$ cat config.mk
export PLATFORM = sky130hd
export DESIGN_NAME = window_feeder_2x2
export DESIGN_NICKNAME = d
export VERILOG_FILES = /design/src/rtl/window_feeder_2x2.sv
export SDC_FILE = /design/constraint.sdc
export NUM_CORES = 1
export LEC_CHECK = 0
export ABC_AREA = 1
export BUFFER_PORTS_ARGS = -buffer_cell sky130_fd_sc_hd__buf_2
export CAP_MARGIN = 40
export CORE_UTILIZATION = 55
export DETAILED_ROUTE_END_ITERATION = 12
export GPL_TIMING_DRIVEN = 0
export PLACE_DENSITY = 0.84
export REMOVE_ABC_BUFFERS = 1
export SLEW_MARGIN = 20
export SYNTH_ARGS = -nofsm -noshare
export SYNTH_HDL_FRONTEND = slang
export SYNTH_SLANG_ARGS = --single-unit
$ cat constraint.sdc
create_clock -name clk -period 2.2 [get_ports clk]
set_input_delay 0.11 -clock clk [delete_from_list [all_inputs] [get_ports clk]]
set_output_delay 0.11 -clock clk [all_outputs]
set_load 0.02 [all_outputs]
$ cat src/rtl/window_feeder_2x2.sv
// 2x2 sliding-window feeder: raster pixels in, one window per pixel at row>=1, col>=1.
// Ports: clk, rst (async active-low), in_* stream in, A..D/win_* window out.
module window_feeder_2x2 #(
  parameter int IMG_WIDTH  = 16,
  parameter int IMG_HEIGHT = 16
) (
  input  logic       clk,
  input  logic       rst,
  input  logic       in_valid,
  input  logic       in_sof,
  input  logic [7:0] in_pixel,
  output logic       in_ready,
  output logic [7:0] A,
  output logic [7:0] B,
  output logic [7:0] C,
  output logic [7:0] D,
  output logic       win_valid,
  output logic       win_last,
  input  logic       win_ready
);

  localparam int CW = (IMG_WIDTH  > 1) ? $clog2(IMG_WIDTH)  : 1;
  localparam int RW = (IMG_HEIGHT > 1) ? $clog2(IMG_HEIGHT) : 1;
  localparam logic [CW-1:0] LAST_C = CW'(IMG_WIDTH - 1);
  localparam logic [RW-1:0] LAST_R = RW'(IMG_HEIGHT - 1);

  logic [CW-1:0] r_col;
  logic [RW-1:0] r_row;
  logic [7:0]    r_top_prev;
  logic [7:0]    r_cur_prev;
  logic [7:0]    r_lb [IMG_WIDTH];
  logic [7:0]    r_a, r_b, r_c, r_d;
  logic          r_wv;
  logic          r_wl;

  logic          w_acc;
  logic [CW-1:0] w_c;
  logic [RW-1:0] w_r;
  logic [CW-1:0] w_c_nxt;
  logic [RW-1:0] w_r_nxt;
  logic [7:0]    w_old;
  logic          w_win;
  logic          w_last;

  assign in_ready = !r_wv || win_ready;
  assign w_acc    = in_valid && in_ready;

  // in_sof overrides the counters so a new frame always starts at (0,0)
  assign w_c   = in_sof ? '0 : r_col;
  assign w_r   = in_sof ? '0 : r_row;
  assign w_old = r_lb[w_c];

  always_comb begin
    w_c_nxt = w_c + CW'(1);
    w_r_nxt = w_r;
    if (w_c == LAST_C) begin
      w_c_nxt = '0;
      w_r_nxt = (w_r == LAST_R) ? '0 : w_r + RW'(1);
    end
  end

  assign w_win  = w_acc && (w_r != '0) && (w_c != '0);
  assign w_last = (w_r == LAST_R) && (w_c == LAST_C);

  // line buffer has no reset; a frame never reads a row it has not written
  always_ff @(posedge clk) begin
    if (w_acc) r_lb[w_c] <= in_pixel;
  end

  always_ff @(posedge clk or negedge rst) begin
    if (!rst) begin
      r_col      <= '0;
      r_row      <= '0;
      r_top_prev <= '0;
      r_cur_prev <= '0;
    end else if (w_acc) begin
      r_col      <= w_c_nxt;
      r_row      <= w_r_nxt;
      r_top_prev <= w_old;
      r_cur_prev <= in_pixel;
    end
  end

  always_ff @(posedge clk or negedge rst) begin
    if (!rst) begin
      r_a  <= '0;
      r_b  <= '0;
      r_c  <= '0;
      r_d  <= '0;
      r_wv <= 1'b0;
      r_wl <= 1'b0;
    end else begin
      r_wv <= w_win || (r_wv && !win_ready);
      if (w_win) begin
        r_a  <= r_top_prev;
        r_b  <= w_old;
        r_c  <= r_cur_prev;
        r_d  <= in_pixel;
        r_wl <= w_last;
      end
    end
  end

  assign A         = r_a;
  assign B         = r_b;
  assign C         = r_c;
  assign D         = r_d;
  assign win_valid = r_wv;
  assign win_last  = r_wl;

endmodule

# After elaboration in Yosys (flattened, before gate mapping)
# Memory sizes are Yosys's and may differ from the RTL's.
# Index checks and enable logic that the tools add are counted.
dict set report word_totals {
  in_bits 13
  rom_bits 0
  out_inout_bits 35
  word_cells 33
  reg_bits 58
  ramBits 128
  latchBits 0
  n_memories 1
}
dict set report op_classes {
  mux 7
  n_div 0
  shift 0
  mul 0
  n_reduce_logical 11
  add_sub_neg 2
  order_cmp 0
  n_eq_ne 2
  n_bitwise 0
}
# memory words width rd rd_ports_with_merged_regs wr line_no
set mem_list {}
lappend mem_list {r_lb 16 8 1 0 1 31} ;# logic [7:0] r_lb [IMG_WIDTH];
# op n
set op_table {}
lappend op_table {{two-way mux 4 bit} 5}
lappend op_table {{adder 4 x 1 -> 4 bit, second input constant} 2}
lappend op_table {{== test 4 bit, second input constant} 2}
lappend op_table {{nonzero test 4 bit} 2}
lappend op_table {{logical AND 1 bit} 5}
lappend op_table {{zero test 1 bit} 2}
lappend op_table {{logical OR 1 bit} 2}
lappend op_table {{two-way mux 1 bit} 2}

# Longest topological paths before layout
# Gate-level depths: netlist (run 1).
dict set report logic_depth {
  depth_word 6
  depth_mapped 13
  ltp_nobuf 10
}

# Least setup slack after synthesis (run 1)
# No wires, ideal clock.
dict set report synth_timing {
  path_kind {reg2reg}
  startpoint {register r_wv (netlist: win_valid)}
  endpoint {memory r_lb[8][0] (enable)}
  t_required_ns 1.817
  t_arrival_ns 1.867
  period_less_slack_ns 2.250
  setup_time_ns 0.383
  path_stages_with_launch 6
  slack_ns -0.050
  n_path_buf 2
  path_cell_list {dfrtp_1 a21boi_2 inv_1 buf_2 buf_2 nor3_1}
}
dict set report synth_via {
  elab_chain_len 5
}
# element line_no
set synth_rtl {}
lappend synth_rtl {{start: declaration} 33} ;# logic r_wv;
lappend synth_rtl {{start signal: assignment} 93} ;# r_wv <= w_win || (r_wv && !win_ready);
lappend synth_rtl {{zero test 1 bit} 45} ;# assign in_ready = !r_wv || win_ready;
lappend synth_rtl {{logical OR 1 bit} 45}
lappend synth_rtl {{logical AND 1 bit} 46} ;# assign w_acc = in_valid && in_ready;
lappend synth_rtl {{two-way mux 1 bit} 67} ;# if (w_acc) r_lb[w_c] <= in_pixel;
lappend synth_rtl {{two-way mux 1 bit (not written as such)} 67}
lappend synth_rtl {{end: declaration} 31}
# Every way passes these cells.

# Worst setup path in the final report (run 1)
dict set report layout_timing {
  startpoint {register r_col[0]}
  endpoint {register r_b[3] (netlist: B[3])}
}
dict set report layout_via {
  elab_chain_len 3
  elab_cells_between_ends 4
  cone_classes {mux: 1; reduce/logical: 2; memory: 1}
}
# element line_no
set layout_rtl {}
lappend layout_rtl {{start: declaration} 27} ;# logic [CW-1:0] r_col;
lappend layout_rtl {{start signal: assignment} 77} ;# r_col <= w_c_nxt;
lappend layout_rtl {{two-way mux 4 bit *} 49} ;# assign w_c = in_sof ? '0 : r_col;
lappend layout_rtl {{branches (longest 2 deep; another with memory read (16 x 8 bit))} -}
lappend layout_rtl {{end signal: assignment} 96} ;# r_b <= w_old;
lappend layout_rtl {{end: declaration} 32} ;# logic [7:0] r_a, r_b, r_c, r_d;
# Every way passes the cells marked *.
# A chain may end at the register's enable or synchronous reset.

==> metrics.cfg, run 1 <==
[clock_tree]
cts_tree=done
cts_buffers=17
clkLatencyLatePin_ns=0.43
cts_buffer_depth=2
path_clk_slew_ns=0.07
h-tree-depth=4
cts_sinks=186
root_buffer=clkbuf_16

[cells_and_area]
seqCellArea_mm2=0.005296
multiInputGateArea_mm2=0.002396
antennaDiodeCount=0
fillers=962
nNetsFinal=887
area_growth_pct=15.60
drive_gt1_share_pct=14.82

[logic_synthesis]
seq_area_frac_synth_pct=66.02
syn-cell-area_mm2=0.008020
postSynthCellCount=815
ys_warn_count=0
synth.avg_cell_area_um2=9.841
synth_cell_types=28
synth_seq_cells=186

[sta]
min_period_ns=2.113
finalHoldViolations=0
fin_crit_sh_pct=96.03
slew_violations=0
setup_violations=0
fmax_mhz=473.3
whs_ns=0.06036
rsz0062_at_grt=yes
tightest_slew_ns=0.7275
setup_slack_ns=0.08735
fin_skew_ns=0.01364
slew_headroom_pct=51.50

[global_routing]
antenna_found_initial=0
grt_usage_pct=26.87
grt_pass1_wl_um=29100
grt_max_degree=69
grt_pass1_vias=5744
overflow=0

[setup_path]
reg2reg_from=r_col[0]$_DFFE_PN0P_
crit_buf_inv=1
crit_slowest_cell=dfrtp_2
cp-end-kind=flop
r2r-end=B[3]$_DFFE_PN0P_
r2r_cells=7
r2r_slack_ns=0.09
path_cells=nand2_8 -> ha_1 -> nand2_1 -> nand3_4 -> inv_8 -> o21ai_1 -> nand2_1
path_class=flop to flop
crit_family=simple AND/OR/NAND/NOR gates
worstPathMaxFanout=34
required_ns=2.56
cpPeakStageDelay_ns=0.47
cp-start-kind=flop
cp.depth=7
cpMostUsedCell=nand2_1
crit_arrival_ns=2.47

[floorplan]
die_x_um=122.8
initial_core_util_pct=57.11
io_pins=48
fp.dieH_um=122.8
rows=43
fp.coreArea_mm2=0.01404
die_area_mm2=0.01507

[hold_path]
min_path_cells=4
worstHoldPathType=input pin to flop
hp-start=win_ready
holdPathEnd=win_valid$_DFF_PN0_

[routing]
antenna_left=0
viasPerCell=5.664
routed_wl_um=19320
drc_errors=0
first_pass_iters=5
routed-via-count=6027
wl_per_cell_um=18.16
drtIter0Drc=721

[placement]
io_buffer_count=47
place.gp.congestion=0.8271
preCtsSetupSlack_ns=-1.293
dp_hpwl_um=10070

[power]
ir_drop_mv=0.7251
power_w=0.008626
p_per_area_mw_per_mm2=930.4
p_leak_nw=4.247

[status]
status=finished clean

[flow_run]
drv_cap=0

## area by class of cell
class | count | area share (%)
clock buffers | 20 | 4.710
clock inverters | 12 | 0.8232
inverters | 94 | 4.035
multi-input cells | 503 | 25.84
flip-flops and latches | 186 | 57.13
well taps | 180 | 2.429
repair buffers | 68 | 4.980
repair inverters | 1 | 0.05398
## cell families (layout without fill, tap and decap cells)
kind of cell | Yosys count | count (layout) | synth area share (%)
xor+xnor | 2 | 2 | 0.2184
buf+inv | 130 | 195 | 7.020
compound gates | 40 | 41 | 2.699
flops | 186 | 186 | 66.02
simple gates | 454 | 457 | 23.57
fa+ha+maj | 3 | 3 | 0.4681
## routing by layer
| layer | up-vias | routed length, um | global-route usage, % |
|---|---|---|---|
| li1 | 2745 | - | - |
| met1 | 2834 | 7135 | 34.22 |
| met2 | 374 | 9292 | 42.13 |
| met3 | 74 | 2158 | 7.574 |
| met4 | 0 | 735 | 13.57 |
| met5 | - | 0 | 0 |
## flip-flops by register name (all words and copies together), names as in the netlist
signal,cells
win_valid,1
A,8
r_top_prev,8
B,8
r_col,4
r_row,4
C,8
r_cur_prev,8
win_last,1
r_lb,128
D,8
## where the power goes
group          internal (W)  switching (W)
logic              0.000484        0.00115
registers           0.00410       0.000183
clock network       0.00143        0.00127
## worst min-delay path: stages
cell and delay (ns):
buf_2 0.08, inv_1 0.09, nand2_1 0.11, nand2_1 0.06
## stage by stage
stage / instances / setup TNS (ns) / utilization, % / area [um^2]
2_1_floorplan: 779 / -81.03 / - / 7812
3_5_place_dp: 1008 / -146.99 / 59.46 / 8349
3_3_place_gp: 1006 / -272.92 / 58.91 / 8273
5_1_grt: 1064 / -0.005822 / 66.03 / 9271
4_1_cts: 1059 / -0.005963 / 65.35 / 9176
6_report: 1064 / 0 / 66.03 / 9271
## placed cells by master, fill, tap and decap left out, drive strengths merged, types with 2 or more instances in the layout
cell / count
buf: 67
dfrtp: 58
nor3: 9
nand3: 84
edfxtp: 128
clkbuf: 20
ha: 3
inv: 95
nand2: 343
o21ai: 35
nor2: 21
a21boi: 2
clkinvlp: 6
clkinv: 6
## cell usage after synthesis
library cell | n | area, um^2
buf_2 | 22 | 110.1
inv_4 | 1 | 6.260
o211ai_1 | 1 | 7.510
clkbuf_1 | 7 | 26.28
buf_6 | 5 | 56.30
nor2_1 | 14 | 52.55
nor2_8 | 1 | 20.02
ha_1 | 3 | 37.54
a221oi_1 | 1 | 8.760
o22ai_1 | 1 | 6.260
a21boi_2 | 1 | 11.26
nand3_1 | 82 | 410.4
o21ai_0 | 21 | 105.1
nand2_1 | 339 | 1272
inv_1 | 90 | 337.8
edfxtp_1 | 128 | 3844
nand3_2 | 1 | 10.01
nor3_1 | 9 | 45.04
dfrtp_1 | 58 | 1451
nor2_4 | 5 | 56.30
nand2_2 | 2 | 12.51
xor2_1 | 1 | 8.760
nand2_4 | 1 | 11.26
o31ai_1 | 1 | 7.510
inv_2 | 3 | 11.26
xnor2_1 | 1 | 8.760
o21ai_1 | 14 | 70.07
buf_4 | 2 | 15.01
## worst max-delay path by stage
stage / to / slack, ns / startpoint
final: B[3]$_DFFE_PN0P_ / 0.09 / r_col[0]$_DFFE_PN0P_
after global routing: r_top_prev[0]$_DFFE_PN0P_ / -0.006 / r_col[0]$_DFFE_PN0P_
after CTS: B[5]$_DFFE_PN0P_ / -0.002 / r_col[0]$_DFFE_PN0P_
after detailed placement: r_lb[10][1]$_DFFE_PP_ / -1.29 / in_sof
after global placement: B[1]$_DFFE_PN0P_ / -2.14 / r_col[0]$_DFFE_PN0P_
after floorplan: B[0]$_DFFE_PN0P_ / -0.78 / r_col[0]$_DFFE_PN0P_
## what timing repair did
item | CTS | global route
buffers inserted | 14 | 3
pin swaps | 8 | 3
resized for setup | 30 | 6
endpoints found under the hold margin | 58 | 0
hold buffers | 1 | 0
gates cloned | 4 | 1
endpoints found under the setup margin | 175 | 102
Note: power is estimated with default switching activity, not from simulation.
==> inputs of run 2 (changes only) <==
--- a/config.mk
+++ b/config.mk
@@ -6,12 +6,12 @@
 export NUM_CORES = 1
 export LEC_CHECK = 0
 export ABC_AREA = 1
-export BUFFER_PORTS_ARGS = -buffer_cell sky130_fd_sc_hd__buf_2
 export CAP_MARGIN = 40
-export CORE_UTILIZATION = 55
+export CORE_UTILIZATION = 57
 export DETAILED_ROUTE_END_ITERATION = 12
+export DONT_BUFFER_PORTS = 1
 export GPL_TIMING_DRIVEN = 0
-export PLACE_DENSITY = 0.84
+export PLACE_DENSITY = 0.78
 export REMOVE_ABC_BUFFERS = 1
 export SLEW_MARGIN = 20
 export SYNTH_ARGS = -nofsm -noshare
==> run 2 against run 1 <==
Net effect:
- clock skew rose by 0.0025 ns
- total power increased by 2.7%
- setup slack got worse by 0.14 ns
- sequential share of layout area is 0.49 points higher
- flip-flop and latch count is the same
- utilization increased by 2.1 points
- clock-buffer cell count rose by 4
- sequential power grew 8.6%
- the flow now finishes with violations (setup timing)
- non-clock buffer count down 36
- register-to-register slack got worse by 0.14 ns
- via count about the same
==> metrics.cfg, run 2 (synthesis gave the netlist of run 1 again) <==
[routing]
first_pass_iters=6  ; +1
drtIter0Drc=621  ; -14%
routed_wl_um=20570  ; +6.5%
antenna_left=0  ; unchanged
viasPerCell=5.868  ; +3.6%
routed-via-count=6032  ; +0.083%
wl_per_cell_um=20.01  ; +10%
drc_errors=0  ; unchanged

[cells_and_area]
layout_commonest_cell=nand2_1
largest_reg_flops=128  ; unchanged
drive_gt1_share_pct=10.95  ; -3.9 points
mostFrequentLayoutCells=338 x nand2_1, 128 x edfxtp_1, 89 x inv_1
stdcell_area_mm2=0.009198  ; -0.80%
final_util_pct=68.10  ; +2.1 points
nNetsFinal=852  ; -3.9%
area_growth_pct=14.68
largest_register=r_lb

[global_routing]
grt_usage_pct=29.44  ; +2.6 points
overflow=0  ; unchanged
grt_pass1_vias=5969  ; +3.9%
grt_max_degree=59  ; -14%
grt_pass1_wl_um=31300  ; +7.6%
antenna_found_initial=4  ; +4

[placement]
preCtsSetupSlack_ns=-1.137  ; +0.1564 ns
dp_hpwl_um=10510  ; +4.3%
place.gp.congestion=0.8501  ; +2.8%
io_buffer_count=0  ; -100%
place_area_mm2=0.008114  ; -2.8%

[floorplan]
die_area_mm2=0.01455  ; -3.4%
io_pins=48  ; unchanged
fp.dieH_um=120.6  ; -1.7%
initial_core_util_pct=59.38  ; +2.3 points
die_x_um=120.6  ; -1.7%
rows=42  ; -2.3%
fp.coreArea_mm2=0.01351  ; -3.8%

[sta]
setup_violations=24  ; +24
fin_crit_sh_pct=102.5  ; +6.5 points
slew_headroom_pct=41.42  ; -10 points
fin_skew_ns=0.01615  ; +0.002510 ns
totalNegativeSetupSlack_ns=-0.9670  ; -0.9670 ns
finalHoldViolations=0  ; unchanged
tightest_slew_ns=0.8758  ; +0.1482 ns
setup_slack_ns=-0.05488  ; -0.1422 ns
rsz0062_at_grt=yes
slew_violations=0  ; unchanged
min_period_ns=2.255  ; +0.1422 ns
fmax_mhz=443.5  ; -6.3%

[status]
violations=setup timing
status=finished, violations left

[setup_path]
crit_slowest_cell=dfrtp_4
crit_arrival_ns=2.33  ; -0.14 ns
required_ns=2.28  ; -0.28 ns
cpPeakStageDelay_ns=0.60  ; +0.13 ns
path_cells=inv_1 -> nor2_4 -> nand3_1 -> nor2_2
path_class=flop to flop
worstPathMaxFanout=13  ; -62%
cp-end-kind=flop
cp-start-kind=flop

[hold_path]
worstHoldPathType=input pin to flop

[clock_tree]
cts_tree=done
path_clk_slew_ns=0.07  ; about the same
root_buffer=clkbuf_16
clkLatencyLatePin_ns=0.44  ; about the same
cts_buffers=17  ; unchanged
cts_buffer_depth=2  ; unchanged
cts_sinks=186  ; unchanged
h-tree-depth=4  ; unchanged

[flow_run]
drv_cap=0  ; unchanged

[power]
p_leak_nw=4.145  ; -2.4%
ir_drop_mv=0.6715  ; -7.4%
p_per_area_mw_per_mm2=963.4  ; +3.5%

run 2: cell count changes in the layout (fill, tap and decap cells not counted), moves of 4 or more:
cell	before	now
buf_12	5	1
clkinv_1	4	0
buf_2	47	6
nor2_4	12	7
dlygate4sd3_1	1	10
nor2_2	2	8
run 2: stage by stage:
stage                     hold WS [ns]  total power, W  cells
after floorplan                -0.1856        0.005258    779
after global placement         -0.1844        0.005495    955
after detailed placement       -0.1848        0.005578    962
after CTS                      0.04513        0.008781   1014
after global routing           0.08609        0.009127   1028
final                          0.06511        0.008861   1028
run 2: cell type report:
cell class	instances	area [um^2]
Inverter	94	379.1
Multi-Input combinational cell	504	2375
Fill cell	922	4308
Tap cell	176	220.2
Clock buffer	24	524.3
Sequential cell	186	5299
Antenna cell	3	7.507
Clock inverter	8	77.57
Timing Repair inverter	1	5.005
Timing Repair Buffer	32	310.3
run 2: what timing repair did:
item	in CTS	in global routing
hold endpoints to repair	207	0
buffers inserted	4	8
hold buffers	11	0
pin swaps	3	3
gates cloned	5	1
setup endpoints to repair	175	93
resized for setup	30	8
run 2: path summary, 6_finish.rpt:
check	from	end	slack (ns)	cells past startpoint
max	r_col[0]$_DFFE_PN0P_	r_lb[9][5]$_DFFE_PP_	-0.05	4
min reg2reg	r_top_prev[6]$_DFFE_PN0P_	r_top_prev[6]$_DFFE_PN0P_	0.49	2
max in group asynchronous	rst	r_col[0]$_DFFE_PN0P_	1.75	2
min	in_valid	r_cur_prev[1]$_DFFE_PN0P_	0.07	3
min in group asynchronous	rst	r_cur_prev[6]$_DFFE_PN0P_	0.19	2
max reg2reg	r_col[0]$_DFFE_PN0P_	r_lb[9][5]$_DFFE_PP_	-0.05	4
run 2: layer usage:
layer	part of all wire, %	vias to the layer above	global-route usage, %	wire [um]
li1	-	2684	-	-
met1	37	2898	36.47	7562
met3	9.6	83	7.736	1973
met5	0.058	-	0	12
met4	4.0	2	14.66	822
met2	50	365	47.95	10200
run 2: critical path: cells and delay by family (launching register included):
| kind | cells | cell delay, ns |
|---|---|---|
| and+or+nand+nor | 3 | 1.08 |
| buffers and inverters | 1 | 0.20 |
| DFF | 1 | 0.60 |
run 2: report_power, final:
| part | switching, W | internal, W |
|---|---|---|
| Sequential | 0.000557 | 0.00410 |
| Clock | 0.00131 | 0.00179 |
| Combinational | 0.000772 | 0.000329 |
| Total | 0.00264 | 0.00622 |
==> inputs of run 3 (changes only) <==
--- a/config.mk
+++ b/config.mk
@@ -7,13 +7,11 @@
 export LEC_CHECK = 0
 export ABC_AREA = 1
 export CAP_MARGIN = 40
-export CORE_UTILIZATION = 57
+export CORE_UTILIZATION = 40
 export DETAILED_ROUTE_END_ITERATION = 12
 export DONT_BUFFER_PORTS = 1
 export GPL_TIMING_DRIVEN = 0
-export PLACE_DENSITY = 0.78
-export REMOVE_ABC_BUFFERS = 1
-export SLEW_MARGIN = 20
+export PLACE_DENSITY = 0.59
 export SYNTH_ARGS = -nofsm -noshare
 export SYNTH_HDL_FRONTEND = slang
 export SYNTH_SLANG_ARGS = --single-unit
==> run 3 against run 2 <==
Net effect:
- the run now ends clean
- sequential power barely moved
- clock skew fell by 0.0011 ns
- final cell count rose by 11%
- clock-buffer cell count fell by 4
- maximum frequency rose by 4.4%
==> metrics.cfg, run 3 (synthesis gave the netlist of run 1 again) <==
[global_routing]
grt_usage_pct=21.71  ; -7.7 points
antenna_found_initial=0  ; -4
grt_pass1_vias=5536  ; -7.3%
grt_max_degree=59  ; unchanged
overflow=0  ; unchanged
grt_pass1_wl_um=31770  ; +1.5%

[setup_path]
cp-end-kind=flop
r2r_cells=7  ; +3
cp-start-kind=flop
path_class=flop to flop
reg2reg_from=r_col[3]$_DFFE_PN0P_
r2r_slack_ns=0.04  ; +0.10 ns
crit_arrival_ns=2.30  ; -0.03 ns
r2r-end=r_lb[10][5]$_DFFE_PP_
required_ns=2.34  ; +0.06 ns
worstPathMaxFanout=8  ; -5

[floorplan]
initial_core_util_pct=40.94  ; -18 points
rows=51  ; +21%
io_pins=48  ; unchanged
fp.coreArea_mm2=0.01959  ; +45%
fp.dieH_um=143.6  ; +19%
die_x_um=143.6  ; +19%
die_area_mm2=0.02062  ; +42%

[sta]
rsz0062_at_grt=yes
slew_headroom_pct=39.56  ; -1.9 points
fin_skew_ns=0.01506  ; -0.001092 ns
fin_crit_sh_pct=98.16  ; -4.3 points
finalHoldViolations=0  ; unchanged
tightest_slew_ns=0.9036  ; +0.02786 ns
fmax_mhz=463.1  ; +4.4%
setup_violations=0  ; -100%
min_period_ns=2.160  ; -0.09536 ns
slew_violations=0  ; unchanged

[logic_synthesis]
synthesis.nets=831

[clock_tree]
cts_buffers=17  ; unchanged
h-tree-depth=4  ; unchanged
path_clk_slew_ns=0.08  ; about the same
cts_tree=done
cts_sinks=186  ; unchanged
cts_buffer_depth=2  ; unchanged
root_buffer=clkbuf_16
clkLatencyLatePin_ns=0.44  ; about the same

[routing]
routed_wl_um=20960  ; +1.9%
drc_errors=0  ; unchanged
drtIter0Drc=476  ; -23%
first_pass_iters=5  ; -1
antenna_left=0  ; unchanged
routed-via-count=5616  ; -6.9%
wl_per_cell_um=18.38  ; -8.1%
viasPerCell=4.926  ; -16%

[cells_and_area]
stdcell_area_mm2=0.009359  ; +1.8%
mostFrequentLayoutCells=339 x nand2_1, 128 x edfxtp_1, 90 x inv_1
area_growth_pct=16.69
layout_commonest_cell=nand2_1
nNetsFinal=878  ; +3.1%
antennaDiodeCount=0  ; -3
largest_register=r_lb
drive_gt1_share_pct=12.69  ; +1.7 points
final_util_pct=47.77  ; -20 points
largest_reg_flops=128  ; unchanged

[power]
ir_drop_mv=0.6054  ; -9.8%
p_leak_nw=4.235  ; +2.2%
p_per_area_mw_per_mm2=955.9  ; -0.78%
power_w=0.008946  ; +0.96%

[flow_run]
drv_cap=0  ; unchanged

[placement]
io_buffer_count=0  ; unchanged
place_area_mm2=0.008412  ; +3.7%
place.gp.congestion=0.9276  ; +9.1%
dp_hpwl_um=14150  ; +35%

[hold_path]
holdPathEnd=win_valid$_DFF_PN0_
hp-start=win_ready
worstHoldPathType=input pin to flop
min_path_cells=3  ; unchanged

[status]
status=finished clean

## run 3: changes by cell type in the layout (fill, tap and decap cells not counted), sizes merged, moves of 2 or more
cell | before | now
nand3 | 85 | 83
buf | 22 | 45
inv | 96 | 101
clkinvlp | 3 | 1
clkbuf | 24 | 30
diode | 3 | 0
## run 3: how the worst max path moves through the flow
stage / startpoint / to / slack, ns / depth (start not counted)
floorplan: win_valid$_DFF_PN0_ / r_lb[12][0]$_DFFE_PP_ / 0.12 / 4
global placement: win_valid$_DFF_PN0_ / r_lb[7][2]$_DFFE_PP_ / -0.66 / 4
detailed placement: win_valid$_DFF_PN0_ / r_lb[8][2]$_DFFE_PP_ / -0.39 / 5
CTS: win_valid$_DFF_PN0_ / r_lb[14][3]$_DFFE_PP_ / -0.004 / 5
global route: r_col[3]$_DFFE_PN0P_ / r_lb[9][5]$_DFFE_PP_ / -0.09 / 6
finish: r_col[3]$_DFFE_PN0P_ / r_lb[10][5]$_DFFE_PP_ / 0.04 / 7
## run 3: per-stage QoR
stage | setup TNS, ns | cells | hold WS (ns) | worst slack (ns)
after global routing | -1.937 | 1140 | 0.06536 | -0.08541
after floorplan | 0 | 815 | -0.1856 | 0.1174
after detailed placement | -18.46 | 1090 | -0.1846 | -0.3940
final | 0 | 1140 | 0.02802 | 0.04048
after CTS | -0.006820 | 1133 | 0.01572 | -0.004103
after global placement | -44.45 | 1080 | -0.1846 | -0.6645
## run 3: repair_timing
item / CTS / global route
endpoints found under the hold margin: 202 / 0
resized for setup: 16 / 10
setup buffers: 1 / 4
hold buffers: 10 / 0
endpoints found under the setup margin: 90 / 91
pin swaps: 1 / 3
## run 3: report_power, final
group	total (W)	leakage, nW	switching [W]	internal, W
clock	0.00319	0.306	0.00141	0.00179
sequential	0.00463	1.89	0.000533	0.00410
combinational	0.00112	2.04	0.000772	0.000348
total	0.00895	4.23	0.00271	0.00624
## run 3: final cells by class
| class | count | area (um^2) |
|---|---|---|
| Tap cell | 265 | 331.6 |
| Multi-Input combinational cell | 499 | 2276 |
| Timing Repair Buffer | 28 | 272.8 |
| Inverter | 94 | 355.3 |
| Fill cell | 1847 | 10230 |
| Clock buffer | 20 | 500.5 |
| Sequential cell | 186 | 5295 |
| Clock inverter | 12 | 117.6 |
| Buffer | 36 | 210.2 |
## run 3: routing by layer
metal / share of wire [%] / GRT usage [%]
met3: 8.3 / 6.531
met4: 3.1 / 9.518
met2: 46 / 33.16
met5: 0 / 0
met1: 43 / 28.53
## run 3: critical path, stage by stage (launching register included)
cell,delay (ns)
dfrtp_1,0.36
inv_1,0.11
nor2_4,0.16
inv_1,0.09
nor2_2,0.31
inv_1,0.24
nor3_2,0.32
buf_2,0.27
